File: config.mk
export PLATFORM = sky130hd
export DESIGN_NAME = div_unit
export DESIGN_NICKNAME = d
export VERILOG_FILES = /design/src/rtl/div_unit_pkg.sv /design/src/rtl/div_unit_step.sv /design/src/rtl/div_unit.sv
export SDC_FILE = /design/constraint.sdc
export NUM_CORES = 1
export LEC_CHECK = 0
export ABC_AREA = 1
export BUFFER_PORTS_ARGS = -buffer_cell sky130_fd_sc_hd__buf_2
export CAP_MARGIN = 10
export CORE_UTILIZATION = 66
export DETAILED_ROUTE_END_ITERATION = 6
export GPL_TIMING_DRIVEN = 0
export PLACE_DENSITY_LB_ADDON = 0.2
export SETUP_SLACK_MARGIN = 0.5
export SYNTH_ARGS = -nofsm -noshare
export SYNTH_HDL_FRONTEND = slang
export SYNTH_SLANG_ARGS = --single-unit
File: constraint.sdc
create_clock -name i_clk -period 7 [get_ports i_clk]
set_clock_uncertainty 0.05 [all_clocks]
set_input_delay 0 -clock i_clk [delete_from_list [all_inputs] [get_ports i_clk]]
set_output_delay 0 -clock i_clk [all_outputs]
set_load 0.01 [all_outputs]
File: src/rtl/div_unit_pkg.sv
// Shared execute-stage constants for the M-extension divider: widths, opcodes,
// FSM state encoding and the conditional two's-complement helper.
package div_unit_pkg;

  localparam int XLEN  = 32;
  localparam int CNT_W = 6;

  localparam logic [1:0] OP_DIV  = 2'b00;
  localparam logic [1:0] OP_DIVU = 2'b01;
  localparam logic [1:0] OP_REM  = 2'b10;
  localparam logic [1:0] OP_REMU = 2'b11;

  localparam logic [1:0] ST_IDLE = 2'b00;
  localparam logic [1:0] ST_CALC = 2'b01;
  localparam logic [1:0] ST_DONE = 2'b10;

  function automatic logic [XLEN-1:0] neg_if(input logic [XLEN-1:0] v, input logic en);
    logic [XLEN-1:0] r;
    if (en) begin
      r = ~v + {{(XLEN-1){1'b0}}, 1'b1};
    end else begin
      r = v;
    end
    return r;
  endfunction

endpackage

File: src/rtl/div_unit_step.sv
// One combinational restoring-division iteration; width is a parameter so the
// step can be exercised exhaustively at small W.
module div_step
  import div_unit_pkg::*;
#(
  parameter int W = XLEN
) (
  input  logic [W-1:0] rem,
  input  logic [W-1:0] sq,
  input  logic [W-1:0] divisor,
  output logic [W-1:0] rem_next,
  output logic [W-1:0] sq_next
);

  logic [W-1:0] low;
  logic [W:0]   diff;
  logic         ge;

  // Partial remainder is {rem, sq msb}; when rem's top bit is set the partial
  // exceeds any divisor, otherwise the borrow of the (W+1)-bit subtract decides.
  always_comb begin
    low      = {rem[W-2:0], sq[W-1]};
    diff     = {1'b0, low} - {1'b0, divisor};
    ge       = rem[W-1] | ~diff[W];
    rem_next = ge ? diff[W-1:0] : low;
    sq_next  = {sq[W-2:0], ge};
  end

endmodule

File: src/rtl/div_unit.sv
// Iterative radix-2 restoring divider for RV32M DIV/DIVU/REM/REMU with a
// valid/ready handshake back to the execute stage.
module div_unit
  import div_unit_pkg::*;
(
  input  logic            i_clk,
  input  logic            i_rst,
  input  logic            i_valid,
  output logic            o_ready,
  input  logic [1:0]      i_op,
  input  logic [XLEN-1:0] i_op1,
  input  logic [XLEN-1:0] i_op2,
  input  logic            i_kill,
  output logic            o_valid,
  output logic [XLEN-1:0] o_result
);

  localparam logic [XLEN-1:0]  INT_MIN = {1'b1, {(XLEN-1){1'b0}}};
  localparam logic [XLEN-1:0]  ALL_ONE = {XLEN{1'b1}};
  localparam logic [CNT_W-1:0] LAST    = CNT_W'(XLEN - 1);

  logic [1:0]       state_r, state_nxt;
  logic [CNT_W-1:0] cnt_r;
  logic [XLEN-1:0]  rem_r, sq_r, dvsr_r, result_r;
  logic [XLEN-1:0]  rem_nxt, sq_nxt, abs_a, abs_b, fixed;
  logic             rem_sel_r, qsign_r, rsign_r, valid_r;
  logic             accept, is_signed, div_zero, ovf, special, done_fire;

  div_step #(.W(XLEN)) u_step (
    .rem      (rem_r),
    .sq       (sq_r),
    .divisor  (dvsr_r),
    .rem_next (rem_nxt),
    .sq_next  (sq_nxt)
  );

  // Request decode: acceptance, corner-case detection, operand magnitudes
  always_comb begin
    accept    = (state_r == ST_IDLE) && i_valid && !i_kill;
    is_signed = ~i_op[0];
    div_zero  = (i_op2 == {XLEN{1'b0}});
    ovf       = is_signed && (i_op1 == INT_MIN) && (i_op2 == ALL_ONE);
    special   = div_zero || ovf;
    abs_a     = neg_if(i_op1, is_signed & i_op1[XLEN-1]);
    abs_b     = neg_if(i_op2, is_signed & i_op2[XLEN-1]);
  end

  // State register
  always_ff @(posedge i_clk or posedge i_rst) begin
    if (i_rst) begin
      state_r <= ST_IDLE;
    end else begin
      state_r <= state_nxt;
    end
  end

  // Next-state logic
  always_comb begin
    state_nxt = state_r;
    case (state_r)
      ST_IDLE: begin
        if (accept) begin
          state_nxt = special ? ST_DONE : ST_CALC;
        end else begin
          state_nxt = ST_IDLE;
        end
      end
      ST_CALC: begin
        if (i_kill) begin
          state_nxt = ST_IDLE;
        end else if (cnt_r == LAST) begin
          state_nxt = ST_DONE;
        end else begin
          state_nxt = ST_CALC;
        end
      end
      ST_DONE: state_nxt = ST_IDLE;
      default: state_nxt = ST_IDLE;
    endcase
  end

  // Output decode; a flush during DONE suppresses the result pulse
  always_comb begin
    o_ready   = (state_r == ST_IDLE);
    done_fire = (state_r == ST_DONE) && !i_kill;
    fixed     = rem_sel_r ? neg_if(rem_r, rsign_r) : neg_if(sq_r, qsign_r);
  end

  // Datapath: operand capture, iteration, registered result
  always_ff @(posedge i_clk or posedge i_rst) begin
    if (i_rst) begin
      cnt_r     <= {CNT_W{1'b0}};
      rem_r     <= {XLEN{1'b0}};
      sq_r      <= {XLEN{1'b0}};
      dvsr_r    <= {XLEN{1'b0}};
      rem_sel_r <= 1'b0;
      qsign_r   <= 1'b0;
      rsign_r   <= 1'b0;
      valid_r   <= 1'b0;
      result_r  <= {XLEN{1'b0}};
    end else begin
      case (state_r)
        ST_IDLE: begin
          if (accept) begin
            rem_sel_r <= i_op[1];
            cnt_r     <= {CNT_W{1'b0}};
            dvsr_r    <= abs_b;
            if (special) begin
              // Corner results are final as stored, so no sign fix-up
              sq_r    <= div_zero ? ALL_ONE : INT_MIN;
              rem_r   <= div_zero ? i_op1 : {XLEN{1'b0}};
              qsign_r <= 1'b0;
              rsign_r <= 1'b0;
            end else begin
              sq_r    <= abs_a;
              rem_r   <= {XLEN{1'b0}};
              qsign_r <= is_signed & (i_op1[XLEN-1] ^ i_op2[XLEN-1]);
              rsign_r <= is_signed & i_op1[XLEN-1];
            end
          end
        end
        ST_CALC: begin
          rem_r <= rem_nxt;
          sq_r  <= sq_nxt;
          cnt_r <= (cnt_r == LAST) ? {CNT_W{1'b0}} : cnt_r + {{(CNT_W-1){1'b0}}, 1'b1};
        end
        default: begin
          cnt_r <= cnt_r;
        end
      endcase
      valid_r <= done_fire;
      if (done_fire) begin
        result_r <= fixed;
      end
    end
  end

  assign o_valid  = valid_r;
  assign o_result = result_r;

endmodule

==> results of run 1 <==
## worst paths after layout
check / from / end / slack [ns] / depth (start not counted)
max in group asynchronous: i_rst / dvsr_r[24] / 6.01 / 4
worst max register to register: rem_r[0] / rem_r[21] / 4.06 / 16
worst min-delay path: i_op2[2] / dvsr_r[2] / 0.03 / 4
worst min register to register: o_result[23] / o_result[23] / 0.43 / 2
worst max-delay path: rem_r[0] / rem_r[21] / 4.06 / 16
min in group asynchronous: i_rst / rem_r[1] / 0.06 / 3
## kinds of logic after synthesis
logic type      after synthesis
compound gates              340
xor+xnor                     59
fa+ha+maj                    39
buf+inv                     360
flops                       140
simple gates               1142
## where the power goes
part	switching [W]	total, W	internal [W]
logic	0.00173	0.00254	0.000807
clock network	0.000404	0.000901	0.000497
registers	0.000268	0.00124	0.000972
## layout by cell type, fill, tap and decap left out, types with 6 or more instances in the layout
master	netlist	routed
buf_2	9	112
inv_1	280	279
ha_1	38	38
a31oi_1	25	25
nor3_1	19	19
a22oi_1	8	8
buf_1	8	8
xnor2_1	9	9
dlygate4sd3_1	0	57
a21oi_1	115	115
nor2_1	226	226
buf_6	6	6
nand3b_1	14	14
o211ai_1	9	9
clkbuf_16	0	17
o21bai_1	9	9
o22ai_1	11	11
a22oi_2	6	6
nand2_1	612	612
nand3_1	199	199
inv_2	9	9
nor2_2	13	13
clkbuf_1	46	48
a21oi_2	13	13
dfrtp_1	140	140
xor2_1	50	50
nand4_1	26	26
o21ai_0	122	122
## flip-flops by register name, summed over array words and instances (netlist names)
signal,cells
qsign_r,1
dvsr_r,32
rem_r,32
rsign_r,1
state_r,2
cnt_r,6
rem_sel_r,1
sq_r,32
o_result,32
o_valid,1
## metrics by stage
stage               cells  total power (W)  setup slack, ns
finish               2533          0.00468             4.06
floorplan            2080          0.00285             3.20
global placement     2443          0.00353             1.67
detailed placement   2444          0.00361             4.15
global route         2533          0.00494             3.86
CTS                  2533          0.00452             4.15
## worst max-delay path, cell delays in order (launching register included)
cell and delay [ns]:
dfrtp_1 0.51, inv_1 0.18, fa_1 0.46, inv_1 0.09, nand2_1 0.07, nand2_1 0.09, nand3_1 0.07, nand2_1 0.12
nand2_1 0.07, nand2_1 0.13, nand2_1 0.11, nand3_2 0.13, buf_2 0.31, nand3_1 0.22, nand3_1 0.15, nand2_1 0.06
nand2_1 0.06
## routing by layer
layer	global-route usage, %	wire, um	up-vias
met2	77.1	20900	1396
met1	64.0	18200	7110
met5	0	36	-
met3	17.5	7650	363
met4	30.3	3530	2
li1	-	-	7055
## layout make-up
type,instances,area (um^2)
buffer,69,315
clock buffer,19,433
clock inverter,13,133
fill,1423,4050
inverter,291,1100
multi-input combinational,1580,7860
sequential,140,3500
tap,260,325
timing repair buffer,161,1110
## what timing repair did
item	in CTS	in global routing
hold buffers	57	0
endpoints found under the hold margin	112	0
setup endpoints to repair	0	0
==> qor.yml, run 1 <==
status: "finished, violations left"
violations: "DRC"
netlist_area_um2: 12800
nNetsFinal: 2369
startpoint_type: "register"
place.gp.congestion: 1.06
min_period_over_period_pct: 42.0
fin_crit_ns: 2.94
synth_most_common_cell: "nand2_1"
synth_warnings: 0
hold_viol_final: 0
setup_viol: 0
die-area_um2: 19900
drive_gt1_share_pct: 9.72
required_ns: 7.32
worst-path-max-fanout: 10
postSynthNetCount: 2189
synth_cell_types: 46
antenna_found_initial: 1
synth_top_cell_by_area: "dfrtp_1"
start_util_pct: 67.8
drtIter0Drc: 2481
drc_errors: 19
synth_top_area_share_pct: 27.4
cts_root_buf: "clkbuf_16"
synthMuxAreaShare_pct: 0
synth.avg_cell_area_um2: 6.14
grt_max_degree: 102
syn_to_final_growth_pct: 15.7
post_dp_cell_area_um2: 13600
design_area_um2: 14800
synthTopCellsByArea: "dfrtp_1 27%, nand2_1 18%, inv_1 8.2%, nand3_1 7.8%, nor2_1 6.6%"
die_width_um: 141
vias_per_cell: 6.29
fin_util_pct: 78.5
clock_sinks: 140
clock.fmax_mhz: 340
detailed_place_hpwl_mm: 37.8
drv_slew: 0
synth_commonest_cells: "612 x nand2_1, 280 x inv_1, 226 x nor2_1"
clkLatencyLatePin_ns: 0.44
drt_pass1_iterations: 7
rsz0062_at_grt: "no"
synthSimpleGateAreaFrac_pct: 38.3
grtUsageTotal_pct: 51.4
port_buffers: 103
worstSetupPathType: "register to register"
synth_top_family_by_area: "simple AND/OR/NAND/NOR gates"
synth_edf_count: 0
arrival_ns: 3.26
totalWireLength_mm: 50.4
dieHeight_um: 141
rows: 50
ys_seq_elements: 140
overflow: 0
wl_per_cell_um: 19.9
post_cts_buffers: 0
clk_path_buf_depth: 2
htreeDepth: 4
max-vdd-ir-drop_uv: 199
clk_pin_slew_worst_paths_ns: 0.06
coreArea_um2: 18800
cts_made_buffers: 17
diodes: 0
ant_nets: 0
power_density_nw_per_um2: 317
synth_fa_ha_area_share_pct: 3.88
cts.repair.resized: 0
grt_pass1_vias: 14933
leakage_nw: 7.65
hold_slack_ns: 0.0256
postSynth.asyncResetShare_pct: 100
setup_tns_ns: 0
grt_first_pass_wirelength_mm: 77.6
worstMarginPinSlew_ns: 0.849
hp-class: "input port to register"
end_kind: "register"
io_pins: 104
synthXorXnorAreaFrac_pct: 4.05
maxCapViolCount: 0
num_vias: 15926
synth_cells: 2080
seq_area_frac_synth_pct: 27.4
synth_compound_area_share_pct: 15.3
synthFlopType: "dfrtp_1"
tritoncts: "done"
relSlewSlack_pct: 43.4
Note: power is estimated with default switching activity, not from simulation.
==> inputs of run 2 (changes only) <==
--- a/config.mk
+++ b/config.mk
@@ -8,7 +8,7 @@
 export ABC_AREA = 1
 export BUFFER_PORTS_ARGS = -buffer_cell sky130_fd_sc_hd__buf_2
 export CAP_MARGIN = 10
-export CORE_UTILIZATION = 66
+export CORE_UTILIZATION = 56
 export DETAILED_ROUTE_END_ITERATION = 6
 export GPL_TIMING_DRIVEN = 0
 export PLACE_DENSITY_LB_ADDON = 0.2
==> constraint.sdc (replaced) <==
create_clock -name i_clk -period 2.48 [get_ports i_clk]
set_clock_uncertainty 0.05 [all_clocks]
set_input_delay 0 -clock i_clk [delete_from_list [all_inputs] [get_ports i_clk]]
set_output_delay 0 -clock i_clk [all_outputs]
set_load 0.01 [all_outputs]
==> qor.yml, run 2 (synthesis results as in run 1) <==
die-area_um2: 23400
cpPeakStageDelay_ns: 0.45
worst-path-buf-inv: 2
drt_pass1_iterations: 7
clk_pin_slew_worst_paths_ns: 0.08
power_switching_w: 0.00835
worstMarginPinSlew_ns: 0.776
violations: "DRC, setup timing"
antenna_found_initial: 0
fill_cells: 1682
overflow: 0
drv_slew: 0
startpoint_type: "register"
hold_viol_final: 0
grt_max_degree: 43
p_int_w: 0.00806
power_density_nw_per_um2: 962
wl_per_cell_um: 20.8
io_pins: 104
die_width_um: 153
grt_first_pass_wirelength_mm: 80.0
setup_slack_ns: -0.0317
rsz0062_at_grt: "yes"
cts_made_buffers: 17
setup_viol: 3
dieHeight_um: 153
clk_path_buf_depth: 2
maxCapViolCount: 0
end_kind: "register"
r2r_end: "rem_r[26]"
reg2reg_depth: 17
hold_path.startpoint: "i_op1[26]"
drc_errors: 6
clkLatencyLatePin_ns: 0.44
comb_power_share_pct: 62.3
cpLargestDelayFamily: "simple AND/OR/NAND/NOR gates"
relSlewSlack_pct: 48.2
grt_pass1_vias: 14690
diodes: 0
r2r_slack_ns: -0.03
vias_per_cell: 6.14
drtIter0Drc: 2440
cpMostUsedCell: "nand2_2"
status: "finished, violations left"
totalWireLength_mm: 55.0
final_common_cell: "nand2_1"
drive_gt1_share_pct: 25.0
detailed_place_hpwl_mm: 39.7
cp_cell_sequence: "ha_4 > fa_2 > inv_2 > nand2_2 > nand2_2 > nand3_2 > nand2_2 > nand2_2 > nand2_4 > nand2_4 > nand2_4 > nor2_4 > buf_6 > a21oi_2 > nand2_1 > nand2_1 > nand2_1"
required_ns: 2.74
hold_end: "sq_r[26]"
final_cell_mix: "546 x nand2_1, 249 x inv_1, 206 x nor2_1, 157 x nand3_1, 109 x dfrtp_1"
sw_frac_of_total_pct: 50.9
cts_root_buf: "clkbuf_16"
nNetsFinal: 2464
rows: 54
seq_area_um2: 3540
cp_slowest_cell: "dfrtp_1"
coreArea_um2: 22100
port_buffers: 103
min_period_over_period_pct: 101
fin_crit_ns: 2.51
worstSetupPathType: "register to register"
hold_depth: 5
start_util_pct: 57.8
arrival_ns: 2.77
syn_to_final_growth_pct: 33.6
grtUsageTotal_pct: 44.9
num_vias: 16260
clock_sinks: 140
htreeDepth: 4
setup_tns_ns: -0.0903
clock_power_share_pct: 16.4
tritoncts: "done"
rr_startpoint: "dvsr_r[0]"
place.gp.congestion: 1.08
pwr-share-seq_pct: 21.3
leakage_nw: 8.44
max-vdd-ir-drop_uv: 616
clock.fmax_mhz: 398
ant_nets: 0
fin_util_pct: 77.2
hp-class: "input port to register"
worst-path-max-fanout: 6
multiInputGateArea_um2: 9090
==> run 2: cell types whose count changed in the layout (fill, tap and decap cells not counted), moves of 34 or more <==
cell,delta
buf_4,+69
nand2_1,-66
nand2_2,+48
nand3_1,-42
nand3_2,+34
==> run 2: repair_timing <==
action / CTS / global route
hold endpoints to repair: 82 / 0
buffers inserted: 33 / 50
gates resized for setup: 127 / 241
cloned: 4 / 3
hold buffers: 60 / 0
pin swaps: 22 / 89
endpoints found under the setup margin: 75 / 94
==> run 2: layout make-up <==
type / count / area share, %
Buffer: 69 / 2.23
Clock buffer: 17 / 2.49
Clock inverter: 15 / 0.990
Inverter: 291 / 6.56
Multi-Input combinational cell: 1581 / 53.3
Sequential cell: 140 / 20.8
Tap cell: 280 / 2.05
Timing Repair Buffer: 255 / 11.6
==> run 2: how the worst max path moves through the flow <==
stage | from | end | slack, ns | cells past startpoint
global route | sq_r[31] | rem_r[26] | -0.10 | 18
finish | dvsr_r[0] | rem_r[26] | -0.03 | 17
detailed placement | rem_r[0] | rem_r[21] | -0.18 | 16
floorplan | sq_r[31] | rem_r[25] | 0.39 | 18
global placement | i_rst | cnt_r[5] | -0.32 | 2
CTS | sq_r[31] | rem_r[25] | 0.15 | 17
==> run 2: metrics by stage <==
| step | std cells | worst slack, ns | instance area, um^2 | hold slack [ns] | total power [W] |
|---|---|---|---|---|---|
| final | 2648 | -0.0317 | 17100 | 0.00780 | 0.0164 |
| after global routing | 2648 | -0.102 | 17100 | 0.0473 | 0.0171 |
| after CTS | 2595 | 0.145 | 15900 | 0.00536 | 0.0143 |
| after detailed placement | 2466 | -0.178 | 13900 | 0.104 | 0.0105 |
| after global placement | 2463 | -0.325 | 13800 | 0.197 | 0.0104 |
| after floorplan | 2080 | 0.394 | 13000 | 0.0584 | 0.00828 |
==> run 2: layer usage <==
metal	routed length [um]	track usage (%)	part of all wire, %	vias to the layer above
met5	0	0	0	-
met4	3360	24.0	6.1	0
met3	7520	10.7	14	259
met2	23200	66.9	42	1283
met1	20900	60.2	38	7456
li1	-	-	-	7262
==> run 2: power by group through the flow <==
| stage | combinational, W | sequential [W] | clock, W |
|---|---|---|---|
| floorplan | 0.00508 | 0.00320 | 0 |
| global placement | 0.00691 | 0.00348 | 0 |
| detailed placement | 0.00705 | 0.00350 | 0 |
| CTS | 0.00822 | 0.00345 | 0.00266 |
| global route | 0.0108 | 0.00350 | 0.00275 |
| finish | 0.0102 | 0.00350 | 0.00268 |
==> run 2: worst reg2reg max path, cell delays in order, from the launching register on <==
cell     delay [ns]
dfrtp_1        0.45
ha_4           0.21
fa_2           0.37
inv_2          0.08
nand2_2        0.06
nand2_2        0.08
nand3_2        0.07
nand2_2        0.08
nand2_2        0.06
nand2_4        0.08
nand2_4        0.10
nand2_4        0.09
nor2_4         0.06
buf_6          0.16
a21oi_2        0.12
nand2_1        0.08
nand2_1        0.11
nand2_1        0.08
